`config.mk`:
```
export PLATFORM = sky130hd
export DESIGN_NAME = sdram_wb_reader
export DESIGN_NICKNAME = d
export VERILOG_FILES = /design/src/rtl/sdr_pkg.sv /design/src/rtl/wb_ack_watchdog.sv /design/src/rtl/sdram_wb_reader.sv
export SDC_FILE = /design/constraint.sdc
export NUM_CORES = 1
export LEC_CHECK = 0
export CAP_MARGIN = 10
export CELL_PAD_IN_SITES_DETAIL_PLACEMENT = 1
export CELL_PAD_IN_SITES_GLOBAL_PLACEMENT = 1
export CORE_ASPECT_RATIO = 1.1
export CORE_UTILIZATION = 24
export DETAILED_ROUTE_END_ITERATION = 10
export PLACE_DENSITY_LB_ADDON = 0.08
export SYNTH_ARGS = -nofsm -noshare
export SYNTH_HDL_FRONTEND = slang
export SYNTH_SLANG_ARGS = --single-unit
export TNS_END_PERCENT = 10
```
`constraint.sdc`:
```
create_clock -name clk_i -period 3.3 [get_ports clk_i]
set_input_delay 0.33 -clock clk_i [delete_from_list [all_inputs] [get_ports clk_i]]
set_output_delay 0.33 -clock clk_i [all_outputs]
set_load 0.05 [all_outputs]
```
`src/rtl/sdr_pkg.sv`:
```
// Shared SDRAM-side definitions.
// Holds the Wishbone address/data widths used by sdram, sdram_test_wb and
// sdram_wb_reader, plus the state encoding of the block reader FSM.
package sdr_pkg;

    // Wishbone word address and data widths of the sdram slave port.
    localparam int SDR_ADDR_WIDTH = 24;
    localparam int SDR_DATA_WIDTH = 32;

    // Block reader states.
    typedef enum logic [1:0] {
        RD_IDLE  = 2'd0,
        RD_ISSUE = 2'd1,
        RD_DRAIN = 2'd2
    } rd_state_t;

endpackage

```
`src/rtl/wb_ack_watchdog.sv`:
```
// Acknowledge watchdog for a Wishbone master.
// Counts cycles while 'enable' is high (requests outstanding) and raises
// 'expire' once TIMEOUT_CYCLES cycles have passed without a 'clear'.
// Ports:
//   clk, rst   clock and asynchronous active-high reset
//   clear      restarts the count (an ack, or the start of a new block)
//   enable     count only while at least one request is outstanding
//   expire     single-cycle indication that the limit was reached
module wb_ack_watchdog #(
    parameter int TIMEOUT_CYCLES = 1023
) (
    input  logic clk,
    input  logic rst,
    input  logic clear,
    input  logic enable,
    output logic expire
);

    localparam int CW = $clog2(TIMEOUT_CYCLES + 1);
    localparam logic [CW-1:0] LAST = CW'(TIMEOUT_CYCLES - 1);

    logic [CW-1:0] count_reg;

    always_ff @(posedge clk or posedge rst) begin
        if (rst) begin
            count_reg <= '0;
        end else if (clear) begin
            count_reg <= '0;
        end else if (enable && count_reg != LAST) begin
            count_reg <= count_reg + 1'b1;
        end
    end

    // Fires in the cycle that completes TIMEOUT_CYCLES idle cycles; the
    // owner leaves its busy state on the following edge.
    assign expire = enable && !clear && (count_reg == LAST);

endmodule

```
`src/rtl/sdram_wb_reader.sv`:
```
// Pipelined Wishbone block reader.
// Reads len_i consecutive 32-bit words starting at addr_i from the sdram
// slave port and forwards every returned word to a downstream FIFO.
// Optional feature: define SDRAM_WB_READER_TIMEOUT_EN to add an ack
// watchdog (wb_ack_watchdog) that aborts a stuck transfer and sets err_o.
// Ports:
//   clk_i, rst_i            clock (clk_pll) and async active-high reset
//   start_i/addr_i/len_i    block command, accepted only while idle
//   busy_o, done_o, err_o   status: in progress, completion pulse, sticky error
//   cyc_o/stb_o/we_o/adr_o/sel_o, stall_i/ack_i/dat_i
//                           Wishbone pipelined read master
//   fifo_afull_i            downstream almost-full, gates new requests only
//   fifo_wr_o/fifo_data_o   downstream write port
module sdram_wb_reader
    import sdr_pkg::*;
#(
    parameter int ADDR_WIDTH      = SDR_ADDR_WIDTH,
    parameter int DATA_WIDTH      = SDR_DATA_WIDTH,
    parameter int LEN_WIDTH       = 16,
    parameter int MAX_OUTSTANDING = 4,
    parameter int TIMEOUT_CYCLES  = 1023
) (
    input  logic                    clk_i,
    input  logic                    rst_i,
    input  logic                    start_i,
    input  logic [ADDR_WIDTH-1:0]   addr_i,
    input  logic [LEN_WIDTH-1:0]    len_i,
    output logic                    busy_o,
    output logic                    done_o,
    output logic                    err_o,
    output logic                    cyc_o,
    output logic                    stb_o,
    output logic                    we_o,
    output logic [ADDR_WIDTH-1:0]   adr_o,
    output logic [DATA_WIDTH/8-1:0] sel_o,
    input  logic                    stall_i,
    input  logic                    ack_i,
    input  logic [DATA_WIDTH-1:0]   dat_i,
    input  logic                    fifo_afull_i,
    output logic                    fifo_wr_o,
    output logic [DATA_WIDTH-1:0]   fifo_data_o
);

    localparam int OUT_W = $clog2(MAX_OUTSTANDING + 1);
    localparam logic [OUT_W-1:0] OUT_MAX = OUT_W'(MAX_OUTSTANDING);

    rd_state_t             state_reg,  state_next;
    logic [ADDR_WIDTH-1:0] adr_reg,    adr_next;
    logic [LEN_WIDTH-1:0]  remain_reg, remain_next;   // requests still to issue
    logic [OUT_W-1:0]      outst_reg,  outst_next;    // issued, not yet acked
    logic                  stb_reg,    stb_next;
    logic                  done_reg,   done_next;
    logic                  wr_reg;
    logic [DATA_WIDTH-1:0] data_reg;

    logic accept;
    logic ack_ok;

    assign accept = stb_reg && !stall_i;
    // Acks outside a transfer (e.g. stragglers after a reset) are dropped.
    assign ack_ok = ack_i && (state_reg != RD_IDLE) && (outst_reg != '0);

`ifdef SDRAM_WB_READER_TIMEOUT_EN
    logic err_reg, err_next;
    logic start_issue;
    logic expire;

    wb_ack_watchdog #(
        .TIMEOUT_CYCLES(TIMEOUT_CYCLES)
    ) u_watchdog (
        .clk    (clk_i),
        .rst    (rst_i),
        .clear  (ack_i || start_issue),
        .enable ((state_reg != RD_IDLE) && (outst_reg != '0)),
        .expire (expire)
    );
`endif

    always_ff @(posedge clk_i or posedge rst_i) begin
        if (rst_i) begin
            state_reg  <= RD_IDLE;
            adr_reg    <= '0;
            remain_reg <= '0;
            outst_reg  <= '0;
            stb_reg    <= 1'b0;
            done_reg   <= 1'b0;
            wr_reg     <= 1'b0;
            data_reg   <= '0;
`ifdef SDRAM_WB_READER_TIMEOUT_EN
            err_reg    <= 1'b0;
`endif
        end else begin
            state_reg  <= state_next;
            adr_reg    <= adr_next;
            remain_reg <= remain_next;
            outst_reg  <= outst_next;
            stb_reg    <= stb_next;
            done_reg   <= done_next;
            wr_reg     <= ack_ok;
            if (ack_ok) begin
                data_reg <= dat_i;
            end
`ifdef SDRAM_WB_READER_TIMEOUT_EN
            err_reg    <= err_next;
`endif
        end
    end

    always_comb begin
        state_next  = state_reg;
        adr_next    = adr_reg;
        remain_next = remain_reg;
        outst_next  = outst_reg + OUT_W'(accept) - OUT_W'(ack_ok);
        stb_next    = stb_reg;
        done_next   = 1'b0;
`ifdef SDRAM_WB_READER_TIMEOUT_EN
        err_next    = err_reg;
        start_issue = 1'b0;
`endif

        unique case (state_reg)
            RD_IDLE: begin
                outst_next = '0;
                stb_next   = 1'b0;
                if (start_i) begin
`ifdef SDRAM_WB_READER_TIMEOUT_EN
                    err_next = 1'b0;
`endif
                    if (len_i != '0) begin
                        adr_next    = addr_i;
                        remain_next = len_i;
                        stb_next    = !fifo_afull_i;
                        state_next  = RD_ISSUE;
`ifdef SDRAM_WB_READER_TIMEOUT_EN
                        start_issue = 1'b1;
`endif
                    end else begin
                        done_next = 1'b1;
                    end
                end
            end

            RD_ISSUE: begin
                if (accept) begin
                    adr_next    = adr_reg + 1'b1;
                    remain_next = remain_reg - 1'b1;
                end
                // A stalled request must stay on the bus unchanged; otherwise
                // the next strobe is decided from post-cycle credit and the
                // almost-full seen this cycle, so it reacts one cycle later.
                if (stb_reg && stall_i) begin
                    stb_next = 1'b1;
                end else begin
                    stb_next = (remain_next != '0) && (outst_next < OUT_MAX)
                               && !fifo_afull_i;
                end
                if (accept && remain_reg == LEN_WIDTH'(1)) begin
                    state_next = RD_DRAIN;
                end
            end

            RD_DRAIN: begin
                stb_next = 1'b0;
                if (outst_next == '0) begin
                    state_next = RD_IDLE;
                    done_next  = 1'b1;
                end
            end

            default: begin
                state_next = RD_IDLE;
                stb_next   = 1'b0;
            end
        endcase

`ifdef SDRAM_WB_READER_TIMEOUT_EN
        if (expire) begin
            state_next = RD_IDLE;
            stb_next   = 1'b0;
            outst_next = '0;
            err_next   = 1'b1;
            done_next  = 1'b1;
        end
`endif
    end

    assign busy_o      = (state_reg != RD_IDLE);
    assign cyc_o       = (state_reg != RD_IDLE);
    assign stb_o       = stb_reg;
    assign we_o        = 1'b0;
    assign adr_o       = adr_reg;
    assign sel_o       = '1;
    assign done_o      = done_reg;
    assign fifo_wr_o   = wr_reg;
    assign fifo_data_o = data_reg;

`ifdef SDRAM_WB_READER_TIMEOUT_EN
    assign err_o = err_reg;
`else
    assign err_o = 1'b0;
    // The watchdog limit only matters when the watchdog is built.
    logic unused_timeout;
    assign unused_timeout = ^TIMEOUT_CYCLES;
`endif

endmodule
```
# After elaboration in Yosys (flattened, before gate mapping)
# Cells that the tools add are included.
[word_totals]
in_bits = 78
elab_cells = 63
out_inout_bits = 67
register_bits = 80
[op_classes]
n_lt_le_gt_ge = 1
n_mux = 23
n_addsub = 4
reduce_logical = 19
eq_ne = 8
[ops]
columns = ["operator", "count"]
rows = [
  ["$mux 24", 3],
  ["$mux 16", 4],
  ["$pmux 24 s2", 1],
  ["$pmux 16 s2", 1],
  ["$reduce_bool 16->1", 2],
  ["$add 24x1->24 const B", 1],
  ["$eq 16x1->1 const B", 1],
  ["$sub 16x1->16 const B", 1],
  ["$ne 2x2->1 const B", 5],
  ["$mux 2", 4],
  ["$reduce_and 4->1", 2],
  ["$logic_and 1x1->1", 7],
  ["$mux 1", 6],
  ["$pmux 2 s3", 1],
  ["$pmux 1 s2", 2],
  ["$reduce_bool 2->1", 2],
  ["$add 3x1->3", 1],
  ["$logic_not 3->1", 1],
  ["$lt 3x3->1 const B", 1],
  ["$mux 3", 1],
  ["$reduce_and 3->1", 1],
  ["$reduce_bool 3->1", 1],
  ["$sub 3x1->3", 1],
  ["$eq 2x1->1 const B", 1],
  ["other kinds (3)", 4],
]

# Longest topological paths before layout
# Gate-level depths: netlist of the first run.
[depth]
ltp_word = 9
mapped_depth = 15

# Worst setup path after synthesis of the first run
# No wires, ideal clock.
[synth_path]
path_type = "reg2reg"
start = "register state_reg[0]"
end = "register stb_reg (netlist: stb_o)"
stages_incl_launch_ff = 16
synth_period_minus_slack_ps = 3509
setup_ps = 66
setup_slack_ps = -209
arrival_ps = 3443
cell_sequence = "dfrtp_1 -> clkbuf_1 -> nor2_1 -> inv_1 -> o311a_1 -> clkbuf_1 -> clkbuf_1 -> ha_1 -> inv_1 -> ha_1 -> fa_1 -> xnor2_1 -> xnor2_1 -> nand2_1 -> a311oi_1 -> o31a_1"
[synth_via]
elab_chain_len = 9
[synth_rtl]
columns = ["item", "line", "source"]
rows = [
  ["start, declared", "sdram_wb_reader.sv:47", "rd_state_t state_reg, state_next;"],
  ["start signal, assigned", "sdram_wb_reader.sv:93", "state_reg <= state_next;"],
  ["$reduce_bool 2->1", "--", ""],
  ["net busy_o", "sdram_wb_reader.sv:28", "output logic busy_o,"],
  ["$logic_and 1x1->1 (2 in a row)", "sdram_wb_reader.sv:61", "assign ack_ok = ack_i && (state_reg != RD_IDLE) && (outst_reg != '0);"],
  ["net ack_ok", "sdram_wb_reader.sv:57", "logic ack_ok;"],
  ["$sub 3x1->3", "sdram_wb_reader.sv:113", "outst_next = outst_reg + OUT_W'(accept) - OUT_W'(ack_ok);"],
  ["$lt 3x3->1", "sdram_wb_reader.sv:154", "stb_next = (remain_next != '0) && (outst_next < OUT_MAX)"],
  ["$logic_and 1x1->1", "sdram_wb_reader.sv:154", ""],
  ["$logic_and 1x1->1", "sdram_wb_reader.sv:155", "&& !fifo_afull_i;"],
  ["$mux 1", "sdram_wb_reader.sv:151", "if (stb_reg && stall_i) begin"],
  ["$pmux 1 s2", "sdram_wb_reader.sv:121", "unique case (state_reg)"],
  ["net stb_next", "sdram_wb_reader.sv:51", "logic stb_reg, stb_next;"],
  ["end signal, assigned", "sdram_wb_reader.sv:97", "stb_reg <= stb_next;"],
  ["end, declared", "sdram_wb_reader.sv:51", ""],
]
# The timed path passes the listed nets, and every way through them passes these cells.
# A chain may end at the register's enable or synchronous reset.

# Worst setup path in the final report of the first run
[layout_path]
start = "register state_reg[1]"
end = "register stb_reg (netlist: stb_o)"
[layout_via]
elab_chain_len = 9
[layout_rtl]
columns = ["item", "line"]
rows = [
  ["$reduce_bool 2->1", "sdram_wb_reader.sv:61"],
  ["$logic_and 1x1->1 (2 in a row)", "sdram_wb_reader.sv:61"],
  ["$sub 3x1->3", "sdram_wb_reader.sv:113"],
  ["$lt 3x3->1", "sdram_wb_reader.sv:154"],
  ["$logic_and 1x1->1", "sdram_wb_reader.sv:154"],
  ["$logic_and 1x1->1", "sdram_wb_reader.sv:155"],
  ["$mux 1", "sdram_wb_reader.sv:151"],
  ["$pmux 1 s2 (*)", "sdram_wb_reader.sv:121"],
  ["net stb_next", "sdram_wb_reader.sv:51"],
]
# Mark *: on every way through the listed nets, which the timed path passes. The rest lies on a longest branch.

==> out/results.ini, run 1 <==
[run_status]
status = completed

[clock_network]
cts_made_buffers = 9
postCtsSetupRepairBufs = 0
h-tree-depth = 3
ctsRootBufferMaster = clkbuf_16
hold_buffers = 0
cts_buffer_depth = 2
clkTransAtPathRegs_ps = 70
tritoncts = done
cts.sinks = 80
post_cts_resized = 0
clock_latency_ps = 350

[synthesis]
yosys.area.top_type = dfrtp_1
netlist_top_cells_count = dfrtp_1, a21oi_1, nand2_1
netlist_instances = 468
synth_flop_cell = dfrtp_1
yosysWarnings = 0
netlist_area_um2 = 4415
ys_seq_elements = 80
ys_types = 58
yosysSeqAreaShare_pct = 45.34
synthTopCellsByArea = dfrtp_1, mux2_2, a21oi_1
synth_area_per_cell_um2 = 9.435
synth_edf_count = 0
postSynth.asyncResetShare_pct = 100.0
yosysMostFrequentCell = dfrtp_1
synth.top_cell.area_share_pct = 45.34

[final_layout]
area_growth_pct = 44.38
design_area_um2 = 6375
drive_gt1_share_pct = 12.04
largest_reg_flops = 32
nets = 677
diodes = 0

[worst_setup_path]
crit_slowest_cell = dfrtp_1
worst-path-max-fanout = 5
timing.rr.end = stb_o
r2r_slack_ps = 520
crit_start = state_reg[1]
path_buf_inv = 2
path_class = reg2reg
crit_arrival_ps = 3070
r2r-start = state_reg[1]
r2r_cells = 12
cpPeakStageDelay_ps = 380
startpoint_type = register
cp_data_required_time_ps = 3590
cp_num_cells = 12
end_kind = register
worstSetupEndpoint = stb_o
crit_family = adder cells
crit_chain = nor2_1, inv_2, o311a_1, ha_1, inv_1, ha_1, fa_1, xnor2_1, xnor2_1, nand2_1, a311oi_1, o31a_1

[hold_path]
hp-class = in2async

[global_routing]
grt_pass1_wl_um = 24910
grt_overflow = 0
antenna_found_initial = 1
grt_max_degree = 50
grt_pass1_vias = 4610
grt_usage_pct = 16.91

[routing]
wl_um = 15240
ant_nets = 0
drt-initial-drc-count = 170
wire_per_inst_um = 18.23
via_count = 4190
drt_pass1_iterations = 4
drc = 0
routed_via_density = 5.012

[sta]
slew_headroom_pct = 49.09
hold_viol_final = 0
fin_crit_sh_pct = 84.32
setup-tns-final_ps = 0
tightest_slew_ps = 762.0
rsz0062_at_grt = no
finalMaxSlewViolations = 0
skew_ps = 10.14
min_period_ps = 2783
fmax_ghz = 0.3594
setup_ws_ps = 517.3
setup_violations = 0

[pwr]
ir_drop_v = 0.0003280
p_leak_nw = 2.551
p_per_area_nw_per_um2 = 823.0
total_power_w = 0.005247

[placed_design]
dp_slack_ps = 340.8
place_area_um2 = 6020
hpwl_um = 11120
io_buffers = 138
globalplace.congestion = 0.7692

[flow_run]
drv_cap = 0

[die]
row_count = 51
ios = 145
dieHeight_um = 144.3
core-area_um2 = 17870
design.die.area_um2 = 18940
die_w_um = 131.3
initial_core_util_pct = 24.71

## layout make-up
cell class                      instances  area, µm²
Multi-Input combinational cell        339       2190
Sequential cell                        80       2002
Fill cell                            2059      11490
Inverter                               14      53.80
Clock inverter                          6      116.4
Timing Repair Buffer                  149       1476
Clock buffer                           10      239.0
Tap cell                              238      297.8
## layout by cell type, fill, tap and decap left out, drive strengths merged, types with 5 or more instances in the layout
cell / netlist / final
a21oi: 56 / 56
a2bb2oi: 5 / 5
and4: 6 / 6
buf: 16 / 11
clkbuf: 23 / 10
clkdlybuf4s50: 0 / 138
clkinv: 1 / 5
conb: 2 / 6
dfrtp: 80 / 80
ha: 5 / 5
inv: 13 / 12
mux2: 33 / 33
nand2: 43 / 43
nand3: 15 / 15
nand4: 12 / 12
nor2: 21 / 21
nor3: 11 / 11
nor4: 9 / 9
o21ai: 29 / 29
o22ai: 13 / 13
## power by group
part / switching, W / total (W) / internal, W
sequential: 0.000365 / 0.00167 / 0.00131
combinational: 0.00146 / 0.00236 / 0.000897
clock: 0.000452 / 0.00122 / 0.000765
total: 0.00228 / 0.00525 / 0.00297
## stage by stage
stage | utilization [%] | std cells | hold slack (ps)
final | 35.68 | 836 | 345.2
after floorplan | - | 472 | 464.4
after CTS | 35.68 | 836 | 371.2
after global routing | 35.68 | 836 | 394.6
after detailed placement | 33.69 | 820 | 494.6
after global placement | 33.69 | 820 | 484.1
## worst min path at each step
stage | end | slack [ps] | depth (start not counted)
after global placement | remain_reg[11] | 480 | 2
after floorplan | remain_reg[11] | 460 | 2
after CTS | fifo_data_o[24] | 370 | 2
after detailed placement | remain_reg[11] | 490 | 2
after global routing | fifo_data_o[26] | 390 | 2
final | fifo_data_o[26] | 350 | 2
## routing by layer
layer	GRT usage, %	vias up	share of wire (%)
met3	5.503	15	7.4
met5	0	-	0
li1	-	1972	-
met2	28.11	106	47
met4	6.487	0	1.8
met1	20.40	2097	44
## worst register-to-register path: stages (launching register included)
cell and delay (ps):
dfrtp_1 380, nor2_1 280, inv_2 100, o311a_1 160, ha_1 290, inv_1 40
ha_1 180, fa_1 380, xnor2_1 150, xnor2_1 240, nand2_1 90, a311oi_1 270
o31a_1 170
## cell families (layout without fill, tap and decap cells)
family / after synthesis / in the layout / synth area share [%]
buf+inv: 53 / 179 / 5.582
other cells: 2 / 6 / 0.1701
xor+xnor: 6 / 6 / 1.190
flops: 80 / 80 / 45.34
fa+ha+maj: 6 / 6 / 1.870
mux: 35 / 35 / 8.869
compound gates: 143 / 143 / 20.12
simple gates: 143 / 143 / 16.86
Power figures use the tool's default switching activity.
==> run 2, diff against run 1 <==
==> constraint.sdc (replaced) <==
create_clock -name clk_i -period 2.25 [get_ports clk_i]
set_input_delay 0.225 -clock clk_i [delete_from_list [all_inputs] [get_ports clk_i]]
set_output_delay 0.225 -clock clk_i [all_outputs]
set_load 0.05 [all_outputs]
==> run 2 against run 1 <==
Compared with the run above: the run now ends with negative setup slack left; clock power up 21%; critical endpoint unchanged; clock skew is 1.1 ps lower; flip-flop and latch count stayed put; non-clock buffer count grew 51; highest routed layer unchanged; first-iteration DRC count down 18%; critical path type unchanged; sequential power up 40%; final area grew 6.2%; via count up 4.0%; setup slack lost 730 ps; routed wire length decreased by 1.1%; largest cell class unchanged; register-to-register slack worse by 730 ps; utilization up 2.2 points.
==> out/results.ini, run 2 (synthesis results as in run 1) <==
[final_layout]
drive_gt1_share_pct = 20.49  ; +8.5 points
fin_util_pct = 37.90  ; +2.2 points
final_common_cell = clkdlybuf4s50_1
mostFrequentLayoutCells = clkdlybuf4s50_1, dfrtp_1, buf_4
diodes = 0  ; unchanged
layout.cells.non_filler = 887  ; +6.1%
largest_reg_flops = 32  ; unchanged
area_growth_pct = 53.36
nets = 728  ; +7.5%

[routing]
wire_per_inst_um = 16.98  ; -6.8%
via_count = 4357  ; +4.0%
drt_pass1_iterations = 6  ; +2
drt-initial-drc-count = 139  ; -18%
wl_um = 15060  ; -1.1%
drc = 0  ; unchanged
ant_nets = 0  ; unchanged
routed_via_density = 4.912  ; -2.0%

[placed_design]
place_inst = 871  ; +6.2%
dp_slack_ps = -502.6  ; -843.4 ps
io_buffers = 138  ; unchanged
globalplace.congestion = 0.8036  ; +4.5%
hpwl_um = 11030  ; -0.78%

[die]
core-area_um2 = 17870  ; unchanged
die_w_um = 131.3  ; unchanged
initial_core_util_pct = 24.71  ; unchanged
ios = 145  ; unchanged
dieHeight_um = 144.3  ; unchanged
design.die.area_um2 = 18940  ; unchanged
row_count = 51  ; unchanged

[pwr]
p_leak_nw = 2.788  ; +9.3%
p_per_area_nw_per_um2 = 1148  ; +39%
total_power_w = 0.007772  ; +48%
ir_drop_v = 0.0005010  ; +53%

[run_status]
status = complete, but fails checks
failed_checks = negative setup slack

[clock_network]
clock_latency_ps = 340  ; about the same
h-tree-depth = 3  ; unchanged
postCtsSetupRepairBufs = 0  ; unchanged
tritoncts = done
cts_buffer_depth = 2  ; unchanged
clkTransAtPathRegs_ps = 70  ; about the same
hold_buffers = 0  ; unchanged
ctsRootBufferMaster = clkbuf_16
cts.sinks = 80  ; unchanged
cts_made_buffers = 9  ; unchanged

[sta]
setup-tns-final_ps = -435.9  ; -435.9 ps
hold_viol_final = 0  ; unchanged
finalMaxSlewViolations = 0  ; unchanged
slew_headroom_pct = 64.65  ; +16 points
setup_violations = 3  ; +3
min_period_ps = 2465  ; -317.8 ps
fmax_ghz = 0.4057  ; +13%
rsz0062_at_grt = yes
setup_ws_ps = -215.0  ; -732.2 ps
fin_crit_sh_pct = 109.6  ; +25 points
tightest_slew_ps = 528.6  ; -233.3 ps
skew_ps = 9.013  ; -1.130 ps

[global_routing]
grt_max_degree = 81  ; +62%
grt_pass1_vias = 4617  ; +0.15%
grt_usage_pct = 16.62  ; -0.30 points
grt_pass1_wl_um = 24810  ; -0.39%
grt_overflow = 0  ; unchanged
antenna_found_initial = 0  ; -1

[worst_setup_path]
crit_arrival_ps = 2740  ; -330 ps
end_kind = register
path_class = reg2reg
crit_chain = o311a_1, ha_4, inv_2, ha_4, fa_2, xnor2_2, xnor2_2, nand2_1, a311oi_1, o31a_1
cpPeakStageDelay_ps = 400  ; +20 ps
worst-path-max-fanout = 3  ; -2
cp_data_required_time_ps = 2520  ; -1070 ps
path_buf_inv = 1  ; -1
crit_slowest_cell = o311a_1
crit_family = adder cells
startpoint_type = register

[hold_path]
hp-class = in2async

[flow_run]
drv_cap = 0  ; unchanged

## run 2: worst paths after layout
kind                            slack [ps]             from  cells past startpoint         endpoint
worst min register to register         500  fifo_data_o[11]                      1  fifo_data_o[11]
worst min-delay path                   320            rst_i                      3  fifo_data_o[12]
worst max register to register        -210     outst_reg[2]                     10            stb_o
max in group asynchronous             1600            rst_i                      3  fifo_data_o[20]
min in group clk_i                     470        addr_i[1]                      3         adr_o[1]
worst max-delay path                  -210     outst_reg[2]                     10            stb_o
## run 2: stage by stage
stage / area (µm²) / hold slack [ps]
after floorplan: 4519 / 375.0
after global placement: 6460 / 487.3
after detailed placement: 6460 / 496.0
after CTS: 6763 / 329.3
after global routing: 6771 / 361.9
final: 6771 / 317.3
## run 2: final cells by class
type | instances | area (µm²)
sequential | 80 | 2002
clock buffer | 9 | 225.2
fill | 2046 | 11100
timing repair buffer | 200 | 1869
clock inverter | 7 | 70.07
multi-input combinational | 339 | 2248
inverter | 14 | 58.81
tap | 238 | 297.8
## run 2: what timing repair did
action | in CTS | in global routing
setup endpoints to repair | 4 | 12
hold endpoints to repair | 0 | 0
pin swaps | 3 | 1
resized for setup | 1 | 2
## run 2: worst register-to-register path: stages (launching register included)
cell	delay (ps)
dfrtp_1	380
o311a_1	400
ha_4	280
inv_2	40
ha_4	150
fa_2	370
xnor2_2	190
xnor2_2	150
nand2_1	70
a311oi_1	210
o31a_1	170
## run 2: per-layer routing
layer  vias to the layer above  GRT usage [%]  wire length [µm]
li1                       2074              -                 -
met1                      2159          20.99              6880
met2                       108          28.00              7281
met3                        16          3.120               609
met4                         0          6.854               291
met5                         -              0                 0
## run 2: where the power goes
group / leakage, nW / internal (W) / switching (W)
Clock: 0.146 / 0.000860 / 0.000625
Combinational: 1.65 / 0.00163 / 0.00233
Sequential: 0.993 / 0.00192 / 0.000418
Total: 2.79 / 0.00440 / 0.00337
==> run 3, diff against run 2 <==
--- a/config.mk
+++ b/config.mk
@@ -9,9 +9,10 @@
 export CELL_PAD_IN_SITES_DETAIL_PLACEMENT = 1
 export CELL_PAD_IN_SITES_GLOBAL_PLACEMENT = 1
 export CORE_ASPECT_RATIO = 1.1
-export CORE_UTILIZATION = 24
+export CORE_UTILIZATION = 31
 export DETAILED_ROUTE_END_ITERATION = 10
 export PLACE_DENSITY_LB_ADDON = 0.08
+export REMOVE_ABC_BUFFERS = 1
 export SYNTH_ARGS = -nofsm -noshare
 export SYNTH_HDL_FRONTEND = slang
 export SYNTH_SLANG_ARGS = --single-unit
==> run 3 against run 2 <==
Compared with the run above: the flow still finishes with violations (negative setup slack); clock skew barely moved; via count decreased by 0.53%; sequential share of layout area up 0.46 points; largest cell class unchanged.
==> out/results.ini, run 3 (synthesis results as in run 1) <==
[worst_setup_path]
crit_arrival_ps = 2790  ; +50 ps
r2r-start = outst_reg[1]
cp_data_required_time_ps = 2530  ; about the same
r2r_slack_ps = -260  ; -50 ps
startpoint_type = register
r2r_cells = 10  ; unchanged
path_class = reg2reg
timing.rr.end = stb_o
worst-path-max-fanout = 2  ; -1
end_kind = register

[routing]
drt_pass1_iterations = 4  ; -2
m1WireLength_um = 6175  ; -10%
dr_wl_met3_um = 437  ; -28%
ant_nets = 0  ; unchanged
drc = 0  ; unchanged
wire_per_inst_um = 17.28  ; +1.8%
topRoutingLayerUsed = met4
drt-initial-drc-count = 195  ; +40%
wl_um = 14380  ; -4.5%
met2WireLength_um = 7508  ; +3.1%
routed_via_density = 5.209  ; +6.0%
via_count = 4334  ; -0.53%

[sta]
tightest_slew_ps = 546.1  ; +17.44 ps
fmax_ghz = 0.3977  ; -2.0%
rsz0062_at_grt = yes
skew_ps = 8.748  ; -0.2648 ps
slew_headroom_pct = 63.48  ; -1.2 points
min_period_ps = 2515  ; +49.58 ps
setup_ws_ps = -264.5  ; -49.58 ps
setup-tns-final_ps = -614.1  ; -178.2 ps
fin_crit_sh_pct = 111.8  ; +2.2 points
setup_violations = 3  ; unchanged
hold_viol_final = 0  ; unchanged
finalMaxSlewViolations = 0  ; unchanged

[die]
core-area_um2 = 13850  ; -22%
design.die.area_um2 = 14730  ; -22%
ios = 145  ; unchanged
dieHeight_um = 127.2  ; -12%
row_count = 45  ; -12%
die_w_um = 115.8  ; -12%
initial_core_util_pct = 31.88  ; +7.2 points

[final_layout]
mostFrequentLayoutCells = clkdlybuf4s50_1, dfrtp_1, a21oi_1
layout.cells.non_filler = 832  ; -6.2%
final_common_cell = clkdlybuf4s50_1
area_growth_pct = 51.01
diodes = 0  ; unchanged
drive_gt1_share_pct = 19.41  ; -1.1 points
nets = 723  ; -0.69%
largest_reg_flops = 32  ; unchanged

[clock_network]
cts_made_buffers = 9  ; unchanged
h-tree-depth = 3  ; unchanged
clock_latency_ps = 340  ; about the same
ctsRootBufferMaster = clkbuf_16
cts_buffer_depth = 2  ; unchanged
tritoncts = done
cts.sinks = 80  ; unchanged
hold_buffers = 0  ; unchanged
clkTransAtPathRegs_ps = 60  ; about the same

[pwr]
p_leak_nw = 2.768  ; -0.68%
p_per_area_nw_per_um2 = 1172  ; +2.1%
ir_drop_v = 0.0005209  ; +4.0%

[global_routing]
antenna_found_initial = 0  ; unchanged
grt_pass1_wl_um = 23050  ; -7.1%
grt_overflow = 0  ; unchanged
grt_usage_pct = 20.36  ; +3.7 points
grt_pass1_vias = 4617  ; unchanged
grt_max_degree = 81  ; unchanged

[placed_design]
place_inst = 813  ; -6.7%
io_buffers = 138  ; unchanged
globalplace.congestion = 0.8173  ; +1.7%
hpwl_um = 10590  ; -4.0%

[flow_run]
drv_cap = 0  ; unchanged

[hold_path]
hp-class = in2async

[run_status]
status = complete, but fails checks
failed_checks = negative setup slack

-- run 3: changes by cell type in the layout (fill, tap and decap cells not counted), sizes merged --
cell / change
buf: -4
clkbuf: +1
clkdlybuf4s50: -1
clkinv: -1
clkinvlp: -1
inv: +1
-- run 3: cell type report --
type | instances | area (µm²)
Clock buffer | 10 | 229.0
Multi-Input combinational cell | 339 | 2227
Inverter | 14 | 53.80
Clock inverter | 6 | 66.31
Fill cell | 1593 | 7183
Tap cell | 188 | 235.2
Sequential cell | 80 | 2002
Timing Repair Buffer | 195 | 1854
-- run 3: repair_timing --
action,CTS,global route
endpoints found under the setup margin,4,12
pin swaps,8,6
gates resized for setup,5,3
buffers inserted,2,1
-- run 3: stage by stage --
step           area [µm²]  util, %  hold slack, ps  power [W]  setup slack, ps
3_5_place_dp         6312    45.57           494.6   0.006231           -528.9
2_1_floorplan        4237        -           376.7   0.004625            -1791
3_3_place_gp         6312    45.57           485.7   0.006130           -475.6
5_1_grt              6668    48.14           360.2   0.008258           -389.0
6_report             6668    48.14           317.1   0.007816           -264.5
4_1_cts              6643    47.96           337.9   0.007826           -298.4
-- run 3: how the worst max path moves through the flow --
stage               slack, ps            to         start  cells past startpoint
CTS                      -300  state_reg[1]  outst_reg[2]                     10
finish                   -260         stb_o  outst_reg[1]                     10
detailed placement       -530         stb_o       stall_i                     12
global placement         -480  state_reg[1]       stall_i                     12
global route             -390         stb_o  outst_reg[1]                     10
floorplan               -1790         stb_o  state_reg[1]                     12
-- run 3: power breakdown --
part           switching (W)  internal (W)  leakage (nW)
registers           0.000424       0.00192         0.993
logic                0.00232       0.00165          1.63
clock network       0.000637      0.000867         0.147
-- run 3: metal layers --
layer / track usage, % / up-vias
met5: 0 / -
met4: 7.919 / 0
met3: 2.419 / 18
met2: 37.64 / 77
met1: 23.61 / 2182
li1: - / 2057
-- run 3: worst max-delay path: stages, from the launching register on --
cell and delay (ps):
dfrtp_1 380, o311a_1 380, ha_1 290, inv_1 40, ha_2 160, fa_2 350, xnor2_2 180, xnor2_2 140
nand2_1 90, a311oi_2 250, o31a_1 180
